`config.mk`:
```
export PLATFORM = sky130hd
export DESIGN_NAME = planar_filter_pair_gen
export DESIGN_NICKNAME = d
export VERILOG_FILES = /design/src/rtl/planar_filter_pair_gen.sv
export SDC_FILE = /design/constraint.sdc
export NUM_CORES = 1
export LEC_CHECK = 0
export ABC_CLOCK_PERIOD_IN_PS = 4000
export CAP_MARGIN = 0
export CORE_ASPECT_RATIO = 0.7
export CORE_MARGIN = 2
export CORE_UTILIZATION = 25
export CTS_CLUSTER_SIZE = 10
export DETAILED_ROUTE_END_ITERATION = 10
export PLACE_DENSITY_LB_ADDON = 0.15
export SETUP_SLACK_MARGIN = 0.02
export SYNTH_ARGS = -nofsm -noshare
export SYNTH_HDL_FRONTEND = slang
export SYNTH_SLANG_ARGS = --single-unit
export TNS_END_PERCENT = 10
```
`constraint.sdc`:
```
create_clock -name clk -period 4 [get_ports clk]
set_clock_uncertainty 0.05 [all_clocks]
set_input_delay 0.6 -clock clk [delete_from_list [all_inputs] [get_ports clk]]
set_output_delay 0.6 -clock clk [all_outputs]
set_load 0.01 [all_outputs]
```
`src/rtl/planar_filter_pair_gen.sv`:
```
// planar_filter_pair_gen
//   Streams every (home, neighbour) particle pair of one cell pair to a
//   downstream planar filter. Home and neighbour positions are fetched from
//   two caches with 1-cycle read latency. Returned neighbour data is combined
//   with the latched home position and written into a 2-entry output FIFO.
//   The pair outputs are driven from the FIFO head. In same-cell mode each
//   unordered pair is emitted once and self-pairs are skipped.
//
// Ports
//   clk, rst             clock; synchronous active-low reset
//   start                run request, accepted only while idle
//   home_count, nb_count particle counts (0..2^ADDR_WIDTH), sampled at start
//   same_cell            emit only nb_idx > home_idx, sampled at start
//   home_rd_addr/data    home position cache port (data valid next cycle)
//   nb_rd_addr/en/data   neighbour position cache port (data valid next cycle)
//   pair_valid/ready     output handshake; a pair transfers when both are high
//   x1,y1,z1 / x2,y2,z2  home / neighbour position of the head pair
//   home_idx, nb_idx     particle indices of the head pair
//   busy                 run in progress (LOAD_HOME through DRAIN)
//   done                 1-cycle pulse at the end of a run
//   pair_count           pairs accepted in the current run
module planar_filter_pair_gen #(
  parameter int CELL_ID_WIDTH = 3,
  parameter int BODY_BITS     = 8,
  parameter int ADDR_WIDTH    = 7
) (
  input  logic                                  clk,
  input  logic                                  rst,
  input  logic                                  start,
  input  logic [ADDR_WIDTH:0]                   home_count,
  input  logic [ADDR_WIDTH:0]                   nb_count,
  input  logic                                  same_cell,
  output logic [ADDR_WIDTH-1:0]                 home_rd_addr,
  input  logic [3*(CELL_ID_WIDTH+BODY_BITS)-1:0] home_rd_data,
  output logic [ADDR_WIDTH-1:0]                 nb_rd_addr,
  output logic                                  nb_rd_en,
  input  logic [3*(CELL_ID_WIDTH+BODY_BITS)-1:0] nb_rd_data,
  output logic                                  pair_valid,
  input  logic                                  pair_ready,
  output logic [CELL_ID_WIDTH+BODY_BITS-1:0]    x1,
  output logic [CELL_ID_WIDTH+BODY_BITS-1:0]    y1,
  output logic [CELL_ID_WIDTH+BODY_BITS-1:0]    z1,
  output logic [CELL_ID_WIDTH+BODY_BITS-1:0]    x2,
  output logic [CELL_ID_WIDTH+BODY_BITS-1:0]    y2,
  output logic [CELL_ID_WIDTH+BODY_BITS-1:0]    z2,
  output logic [ADDR_WIDTH-1:0]                 home_idx,
  output logic [ADDR_WIDTH-1:0]                 nb_idx,
  output logic                                  busy,
  output logic                                  done,
  output logic [2*ADDR_WIDTH:0]                 pair_count
);

  localparam int POS_W  = CELL_ID_WIDTH + BODY_BITS;
  localparam int DATA_W = 3 * POS_W;
  localparam int ENT_W  = 2 * DATA_W + 2 * ADDR_WIDTH;
  localparam int CNT_W  = ADDR_WIDTH + 1;

  localparam logic [2:0] IDLE      = 3'd0;
  localparam logic [2:0] LOAD_HOME = 3'd1;
  localparam logic [2:0] STREAM    = 3'd2;
  localparam logic [2:0] DRAIN     = 3'd3;
  localparam logic [2:0] DONE      = 3'd4;

  logic [2:0]            state_r, state_nx_s;
  logic [ADDR_WIDTH-1:0] h_r, h_nx_s;
  logic [ADDR_WIDTH-1:0] n_r, n_nx_s;
  logic                  phase_r, phase_nx_s;
  logic                  latch_home_s;
  logic [CNT_W-1:0]      home_count_r, nb_count_r;
  logic                  same_cell_r;
  logic [DATA_W-1:0]     home_pos_r;

  // Neighbour read in flight plus the metadata that travels with it.
  logic                  inflight_r;
  logic [ADDR_WIDTH-1:0] pend_h_r, pend_n_r;

  // Two-entry output FIFO: {home_pos, nb_pos, home_idx, nb_idx} per entry.
  logic [ENT_W-1:0]      entry0_r, entry1_r, head_s;
  logic                  wr_ptr_r, rd_ptr_r;
  logic [1:0]            occ_r;
  logic [2:0]            room_sum_s;

  logic                  pop_s, issue_s, accept_s;
  logic [CNT_W-1:0]      n0_s;
  logic                  last_n_s, last_h_s, zero_req_s;
  logic                  done_r, busy_r;
  logic [2*ADDR_WIDTH:0] pair_count_r;

  assign pair_valid   = (occ_r != 2'd0);
  assign pop_s        = pair_valid && pair_ready;
  // Occupancy the FIFO will have once the in-flight read lands; at most one more read may go out.
  assign room_sum_s   = {1'b0, occ_r} + {2'b00, inflight_r} - {2'b00, pop_s};
  assign issue_s      = (state_r == STREAM) && (room_sum_s < 3'd2);
  assign accept_s     = (state_r == IDLE) && start;
  assign zero_req_s   = (home_count == {CNT_W{1'b0}}) || (nb_count == {CNT_W{1'b0}});
  assign n0_s         = same_cell_r ? ({1'b0, h_r} + CNT_W'(1)) : {CNT_W{1'b0}};
  assign last_n_s     = ({1'b0, n_r} == (nb_count_r - CNT_W'(1)));
  assign last_h_s     = ({1'b0, h_r} == (home_count_r - CNT_W'(1)));

  assign head_s       = rd_ptr_r ? entry1_r : entry0_r;
  assign x1           = head_s[ENT_W-1         -: POS_W];
  assign y1           = head_s[ENT_W-1-POS_W   -: POS_W];
  assign z1           = head_s[ENT_W-1-2*POS_W -: POS_W];
  assign x2           = head_s[ENT_W-1-3*POS_W -: POS_W];
  assign y2           = head_s[ENT_W-1-4*POS_W -: POS_W];
  assign z2           = head_s[ENT_W-1-5*POS_W -: POS_W];
  assign home_idx     = head_s[2*ADDR_WIDTH-1 -: ADDR_WIDTH];
  assign nb_idx       = head_s[ADDR_WIDTH-1:0];

  assign home_rd_addr = h_r;
  assign nb_rd_addr   = n_r;
  assign nb_rd_en     = issue_s;
  assign busy         = busy_r;
  assign done         = done_r;
  assign pair_count   = pair_count_r;

  // Next-state and index sequencing for the run FSM.
  always_comb begin
    state_nx_s   = state_r;
    h_nx_s       = h_r;
    n_nx_s       = n_r;
    phase_nx_s   = phase_r;
    latch_home_s = 1'b0;
    case (state_r)
      IDLE: begin
        if (start) begin
          h_nx_s     = {ADDR_WIDTH{1'b0}};
          phase_nx_s = 1'b0;
          if (zero_req_s) begin
            state_nx_s = DONE;
          end else begin
            state_nx_s = LOAD_HOME;
          end
        end else begin
          state_nx_s = IDLE;
        end
      end
      LOAD_HOME: begin
        // Phase 0 presents the address; phase 1 sees the cache data.
        if (!phase_r) begin
          phase_nx_s = 1'b1;
        end else begin
          phase_nx_s   = 1'b0;
          latch_home_s = 1'b1;
          if (n0_s >= nb_count_r) begin
            if (last_h_s) begin
              state_nx_s = DRAIN;
            end else begin
              h_nx_s = h_r + ADDR_WIDTH'(1);
            end
          end else begin
            n_nx_s     = n0_s[ADDR_WIDTH-1:0];
            state_nx_s = STREAM;
          end
        end
      end
      STREAM: begin
        if (issue_s) begin
          if (last_n_s) begin
            if (last_h_s) begin
              state_nx_s = DRAIN;
            end else begin
              h_nx_s     = h_r + ADDR_WIDTH'(1);
              phase_nx_s = 1'b0;
              state_nx_s = LOAD_HOME;
            end
          end else begin
            n_nx_s = n_r + ADDR_WIDTH'(1);
          end
        end else begin
          state_nx_s = STREAM;
        end
      end
      DRAIN: begin
        if (!inflight_r && (occ_r == 2'd0)) begin
          state_nx_s = DONE;
        end else begin
          state_nx_s = DRAIN;
        end
      end
      DONE: begin
        state_nx_s = IDLE;
      end
      default: begin
        state_nx_s = IDLE;
      end
    endcase
  end

  // Control registers, sampled run parameters and status outputs.
  always_ff @(posedge clk) begin
    if (!rst) begin
      state_r      <= IDLE;
      h_r          <= {ADDR_WIDTH{1'b0}};
      n_r          <= {ADDR_WIDTH{1'b0}};
      phase_r      <= 1'b0;
      home_count_r <= {CNT_W{1'b0}};
      nb_count_r   <= {CNT_W{1'b0}};
      same_cell_r  <= 1'b0;
      home_pos_r   <= {DATA_W{1'b0}};
      busy_r       <= 1'b0;
      done_r       <= 1'b0;
      pair_count_r <= {(2*ADDR_WIDTH+1){1'b0}};
    end else begin
      state_r <= state_nx_s;
      h_r     <= h_nx_s;
      n_r     <= n_nx_s;
      phase_r <= phase_nx_s;
      if (accept_s) begin
        home_count_r <= home_count;
        nb_count_r   <= nb_count;
        same_cell_r  <= same_cell;
      end
      if (latch_home_s) begin
        home_pos_r <= home_rd_data;
      end
      busy_r <= (state_nx_s == LOAD_HOME) || (state_nx_s == STREAM) || (state_nx_s == DRAIN);
      done_r <= (state_r == DONE);
      if (accept_s) begin
        pair_count_r <= {(2*ADDR_WIDTH+1){1'b0}};
      end else if (pop_s) begin
        pair_count_r <= pair_count_r + (2*ADDR_WIDTH+1)'(1);
      end
    end
  end

  // Read-return pipeline and output FIFO. home_pos_r is safe to use at the
  // write because the next home latch is at least one cycle after the last return.
  always_ff @(posedge clk) begin
    if (!rst) begin
      inflight_r <= 1'b0;
      pend_h_r   <= {ADDR_WIDTH{1'b0}};
      pend_n_r   <= {ADDR_WIDTH{1'b0}};
      entry0_r   <= {ENT_W{1'b0}};
      entry1_r   <= {ENT_W{1'b0}};
      wr_ptr_r   <= 1'b0;
      rd_ptr_r   <= 1'b0;
      occ_r      <= 2'd0;
    end else begin
      inflight_r <= issue_s;
      if (issue_s) begin
        pend_h_r <= h_r;
        pend_n_r <= n_r;
      end
      if (inflight_r) begin
        if (wr_ptr_r) begin
          entry1_r <= {home_pos_r, nb_rd_data, pend_h_r, pend_n_r};
        end else begin
          entry0_r <= {home_pos_r, nb_rd_data, pend_h_r, pend_n_r};
        end
        wr_ptr_r <= ~wr_ptr_r;
      end
      if (pop_s) begin
        rd_ptr_r <= ~rd_ptr_r;
      end
      occ_r <= occ_r + {1'b0, inflight_r} - {1'b0, pop_s};
    end
  end

endmodule
```
# Word level (Yosys, flattened, before mapping)
# Index checks and enable logic that the tools add are counted.
# op_classes
n_lt_le_gt_ge	2
bitwise	3
eq_ne	17
reduce_logical	21
n_mux	32
n_addsub	10
# ops
cell	count
2-to-1 mux 80 bit	1
2-to-1 mux 7 bit	10
2-to-1 mux 3 bit	8
case mux 7 bit (3 select lines)	1
== test 7 x 8 -> 1 bit	2
logical NOT 8 bit	2
!= test 2 bit, second input constant	8
subtractor 8 x 1 -> 8 bit, second input constant	2
adder 15 x 1 -> 15 bit, second input constant	1
adder 7 x 1 -> 7 bit, second input constant	2
case mux 7 bit (2 select lines)	1
== test 3 x 2 -> 1 bit, second input constant	4
case mux 3 bit (4 select lines)	1
AND reduction 5 bit	2
adder 7 x 1 -> 8 bit, second input constant	1
greater-or-equal comparator 8 bit	1
2-to-1 mux 8 bit	1
2-to-1 mux 1 bit	7
== test 3 x 1 -> 1 bit, second input constant	2
AND reduction 6 bit	1
logical AND 1 bit	4
AND reduction 2 bit	2
nonzero test 2 bit	2
adder 2 x 1 -> 3 bit	1
other kinds (14)	18
# totals
regBits	264
out_inout_bits	113
input_bits	87
elab_cells	104

# Longest topological paths before layout
# logic_depth
depth_word	10
ltp_mapped	15
depth_no_buf	14

# Worst setup path after synthesis
# OpenSTA, ideal clock, no wires.
# synth_timing
kind	input to output
startpoint	input port pair_ready
endpoint	output port nb_rd_en
arrival_time_ps	2676
path_stages	11
path_slack_ps	674
path_buffers	2
cell_sequence	and2_1 clkbuf_1 ha_1 inv_1 ha_1 fa_1 xnor2_1 nor2_1 nand2_1 inv_1 buf_1
# synth_via
elab_chain_cells	4
# synth_rtl
element	line_no	source
start, declared	39	input logic pair_ready,
logical AND 1 bit	90	assign pop_s = pair_valid && pair_ready;
named net pop_s	83	logic pop_s, issue_s, accept_s;
subtractor 3 x 1 -> 3 bit	92	assign room_sum_s = {1'b0, occ_r} + {2'b00, inflight_r} - {2'b00, pop_s};
less-than comparator 3 x 2 -> 1 bit	93	assign issue_s = (state_r == STREAM) && (room_sum_s < 3'd2);
logical AND 1 bit	93	
end, declared	36	output logic nb_rd_en,
# The timed path passes the listed nets, and every way through them passes these cells.

# Final worst setup path
# layout_timing
startpoint	register h_r[0] (netlist: home_rd_addr[0])
endpoint	register h_r[3] (netlist: home_rd_addr[3])
# layout_via
elab_chain_cells	5
elab_cells_between_ends	13
cone_classes	add/sub (2); order compare (1); eq/ne (2); mux (7); reduce/logical (1)
# layout_rtl
element	line_no	source
start, declared	65	logic [ADDR_WIDTH-1:0] h_r, h_nx_s;
start signal, assigned	194	h_r <= {ADDR_WIDTH{1'b0}};
start signal, assigned	206	h_r <= h_nx_s;
adder 7 x 1 -> 8 bit (tied with other cells)	96	assign n0_s = same_cell_r ? ({1'b0, h_r} + CNT_W'(1)) : {CNT_W{1'b0}};
2-to-1 mux 8 bit or 2-to-1 mux 7 bit (tied branches)	96, 146, 160	
greater-or-equal comparator 8 bit (tied with other cells)	145	if (n0_s >= nb_count_r) begin
!= test 2 bit (no source line) (tied with other cells)	n/a	
AND reduction 6 bit (no source line) or case mux 7 bit (3 select lines) (tied branches)	n/a	
# Parallel ways exist; a longest one is shown, timed or not. The select of a mux whose other input is x is not followed.
# A chain may end at the register's enable or synchronous reset.

==> impl_metrics.json <==
{
  "relSlewSlack_pct": 38.9,
  "cts_tree": "built",
  "antenna_cells": 0,
  "cp-start-kind": "flip-flop",
  "pwr-share-comb_pct": 18.0,
  "fillers": 4901,
  "gp_congestion": 0.831,
  "wl_mm": 35.9,
  "yosys_warnings": 0,
  "min_period_over_period_pct": 88.8,
  "ys_types": 58,
  "power_leakage_nw": 5.35,
  "synthFlopType": "dfxtp_1",
  "grt_usage_pct": 14.4,
  "avgRoutedWirePerCell_um": 16.2,
  "cts_num_sinks": 264,
  "drt-initial-drc-count": 358,
  "switchingPower_w": 0.00203,
  "netlist_area_um2": 11900,
  "yosys.area_share.simple_pct": 21.6,
  "drc_errors": 0,
  "yosysMostFrequentCell": "nand2_1",
  "synth_commonest_cells": "nand2_1 (485), dfxtp_1 (264), a21boi_0 (228), clkbuf_1 (92), mux2_2 (81)",
  "p_per_area_nw_per_um2": 457,
  "dieHeight_um": 187,
  "overflow": 0,
  "clk_path_buf_depth": 3,
  "syn-num-nets": 1532,
  "grt_setup_unrepaired": "no",
  "power_frac_clock_pct": 40.8,
  "dp_hpwl_mm": 23.0,
  "clkTransAtPathRegs_ns": 0.06,
  "drtPass1Iterations": 5,
  "die_area_um2": 49500,
  "grt_pass1_vias": 9950,
  "synth_compound_area_share_pct": 18.6,
  "htree_levels": 2,
  "synthAdderAreaFrac_pct": 1.74,
  "critPathMaxFanout": 7,
  "yosys.area_share.xor_xnor_pct": 2.42,
  "critPathKind": "flip-flop to flip-flop",
  "ioPinCount": 200,
  "yosysSeqAreaShare_pct": 44.3,
  "clk_latency_ns": 0.51,
  "num_vias": 10100,
  "yosys.area.top_type": "dfxtp_1",
  "tightest_slew_ns": 0.917,
  "route.detailed.vias_per_inst": 4.56,
  "hold_path_class": "flip-flop to flip-flop",
  "synth.top_cell.area_share_pct": 44.3,
  "die_w_um": 265,
  "antenna_found_initial": 1,
  "finalMaxSlewViolations": 0,
  "p_int_w": 0.00509,
  "cp.arrival_ns": 3.95,
  "synth_edf_count": 0,
  "finalHoldViolations": 0,
  "coreArea_um2": 46800,
  "timing.fmax_mhz": 282,
  "numCtsBuffers": 34,
  "grt_pass1_wl_mm": 56.9,
  "p_sw_share_pct": 28.5,
  "seq_power_share_pct": 41.2,
  "tns_ns": 0,
  "initial_core_util_pct": 25.5,
  "setup_slack_ns": 0.449,
  "cts_hold_buf": 0,
  "core.rowCount": 66,
  "design_power_total_w": 0.00712,
  "pre_cts_slack_ns": 0.229,
  "synthMuxAreaShare_pct": 7.81,
  "avgSynthCellArea_um2": 8.35,
  "synth_top_family_by_area": "simple AND/OR/NAND/NOR gates",
  "required_ns": 4.40,
  "finalSetupViolCount": 0,
  "grt_max_degree": 114,
  "synth.area.top_cells": "dfxtp_1 (44%), nand2_1 (15%), a21boi_0 (14%)",
  "ys_seq_elements": 264,
  "drive_gt1_share_pct": 10.2,
  "io_buffers": 199,
  "status": "finished clean",
  "setup.worst_path.end_class": "flip-flop",
  "async_reset_ff_share_pct": 0,
  "period_needed_ns": 3.55,
  "cts_root_buf": "clkbuf_16",
  "syn_inst": 1429,
  "antenna_left": 0,
  "num-nets-final": 1694,
  "ir_worst_vdd_mv": 0.193,
  "area_growth_syn_to_layout_pct": 30.7,
  "maxCapViolCount": 0
}
repair_timing:
action / in CTS / in global routing
setup buffers: 0 / 0
endpoints found under the setup margin: 0 / 1
resized for setup: 0 / 2
layout by cell type, fill, tap and decap left out, drive strengths merged, types with 3 or more instances in the layout:
| cell type | synthesis | routed |
|---|---|---|
| clkdlybuf4s50 | 0 | 197 |
| inv | 17 | 18 |
| a21boi | 228 | 228 |
| dfxtp | 264 | 264 |
| nor2b | 9 | 9 |
| or2 | 3 | 3 |
| buf | 3 | 23 |
| nand2 | 485 | 485 |
| o22ai | 4 | 4 |
| o31ai | 5 | 5 |
| and2 | 14 | 14 |
| a41oi | 4 | 4 |
| o211ai | 7 | 7 |
| nand2b | 9 | 9 |
| o2bb2ai | 3 | 3 |
| a21oi | 14 | 14 |
| and3 | 11 | 11 |
| xor2 | 17 | 17 |
| xnor2 | 16 | 16 |
| nor3 | 5 | 5 |
| nor2 | 40 | 40 |
| nand3 | 14 | 14 |
| nor4 | 7 | 7 |
| nand4 | 6 | 6 |
| mux2 | 81 | 81 |
| or3 | 6 | 6 |
| o21ai | 19 | 19 |
| clkbuf | 92 | 41 |
| a31oi | 3 | 3 |
| ha | 15 | 15 |
worst max-delay path, cell delays in order (launching register included):
cell and delay (ns):
dfxtp_1 0.49, and3_1 0.29, nand3_1 0.19, xnor2_1 0.18, and2_1 0.19, ha_1 0.32, nand3_1 0.08, nand2_1 0.07
a41oi_1 0.04, a21oi_1 0.38, o22ai_1 0.21, a2111o_1 0.53, or3b_1 0.41, nand2_1 0.07
final cells by class:
type                    instances  area [um^2]  share of cell area (%)
flip-flops and latches        264         5290                    33.9
repair buffers                221         2200                    14.1
inverters                      17         63.8                   0.409
well taps                     612          766                    4.91
clock inverters                 5         81.3                   0.521
multi-input cells            1053         6260                    40.1
clock buffers                  41          938                    6.02
metal layers:
| layer | vias to the layer above | share of wire (%) | global-route usage [%] |
|---|---|---|---|
| li1 | 5087 | - | - |
| met3 | 46 | 4.5 | 3.01 |
| met1 | 4760 | 50 | 20.0 |
| met4 | 2 | 1.6 | 3.32 |
| met5 | - | 0.039 | 0 |
| met2 | 193 | 44 | 22.7 |
power by group through the flow:
stage | combinational, W | clock (W) | sequential (W)
floorplan | 0.000840 | 0 | 0.00290
CTS | 0.00130 | 0.00304 | 0.00294
detailed placement | 0.00130 | 0 | 0.00299
global placement | 0.00129 | 0 | 0.00299
finish | 0.00128 | 0.00291 | 0.00293
global route | 0.00142 | 0.00315 | 0.00296
flip-flops by register name, summed over array words and instances, names as in the netlist, 2 cells and up:
register,cells
occ_r,2
pend_n_r,7
home_count_r,8
entry1_r,80
home_rd_addr,7
pair_count,15
pend_h_r,7
nb_count_r,8
nb_rd_addr,7
home_pos_r,33
state_r,3
entry0_r,80
logic make-up after synthesis:
| kind of cell | after synthesis |
|---|---|
| XOR/XNOR | 33 |
| multiplexers | 83 |
| flip-flops | 264 |
| adder cells (fa/ha/maj) | 16 |
| AO/OA/AOI/OAI | 303 |
| AND/OR/NAND/NOR | 618 |
| buffers and inverters | 112 |
metrics by stage:
step	util (%)	cell area [um^2]	hold slack, ns	cells
floorplan	-	11900	0.390	1429
global placement	31.1	14600	0.397	2167
detailed placement	31.1	14600	0.405	2167
CTS	33.3	15600	0.412	2213
global route	33.3	15600	0.431	2213
finish	33.3	15600	0.409	2213
path summary, 6_finish.rpt:
check,start,to,slack [ns],depth (start not counted)
worst max-delay path,home_rd_addr[0]$_SDFFE_PN0P_,home_rd_addr[3]$_SDFFE_PN0P_,0.45,13
worst min-delay path,entry0_r[11]$_SDFFE_PN0P_,entry0_r[11]$_SDFFE_PN0P_,0.41,2
worst max register to register,home_rd_addr[0]$_SDFFE_PN0P_,home_rd_addr[3]$_SDFFE_PN0P_,0.45,13
worst min register to register,entry0_r[11]$_SDFFE_PN0P_,entry0_r[11]$_SDFFE_PN0P_,0.41,2
Note: power is estimated with default switching activity, not from simulation.
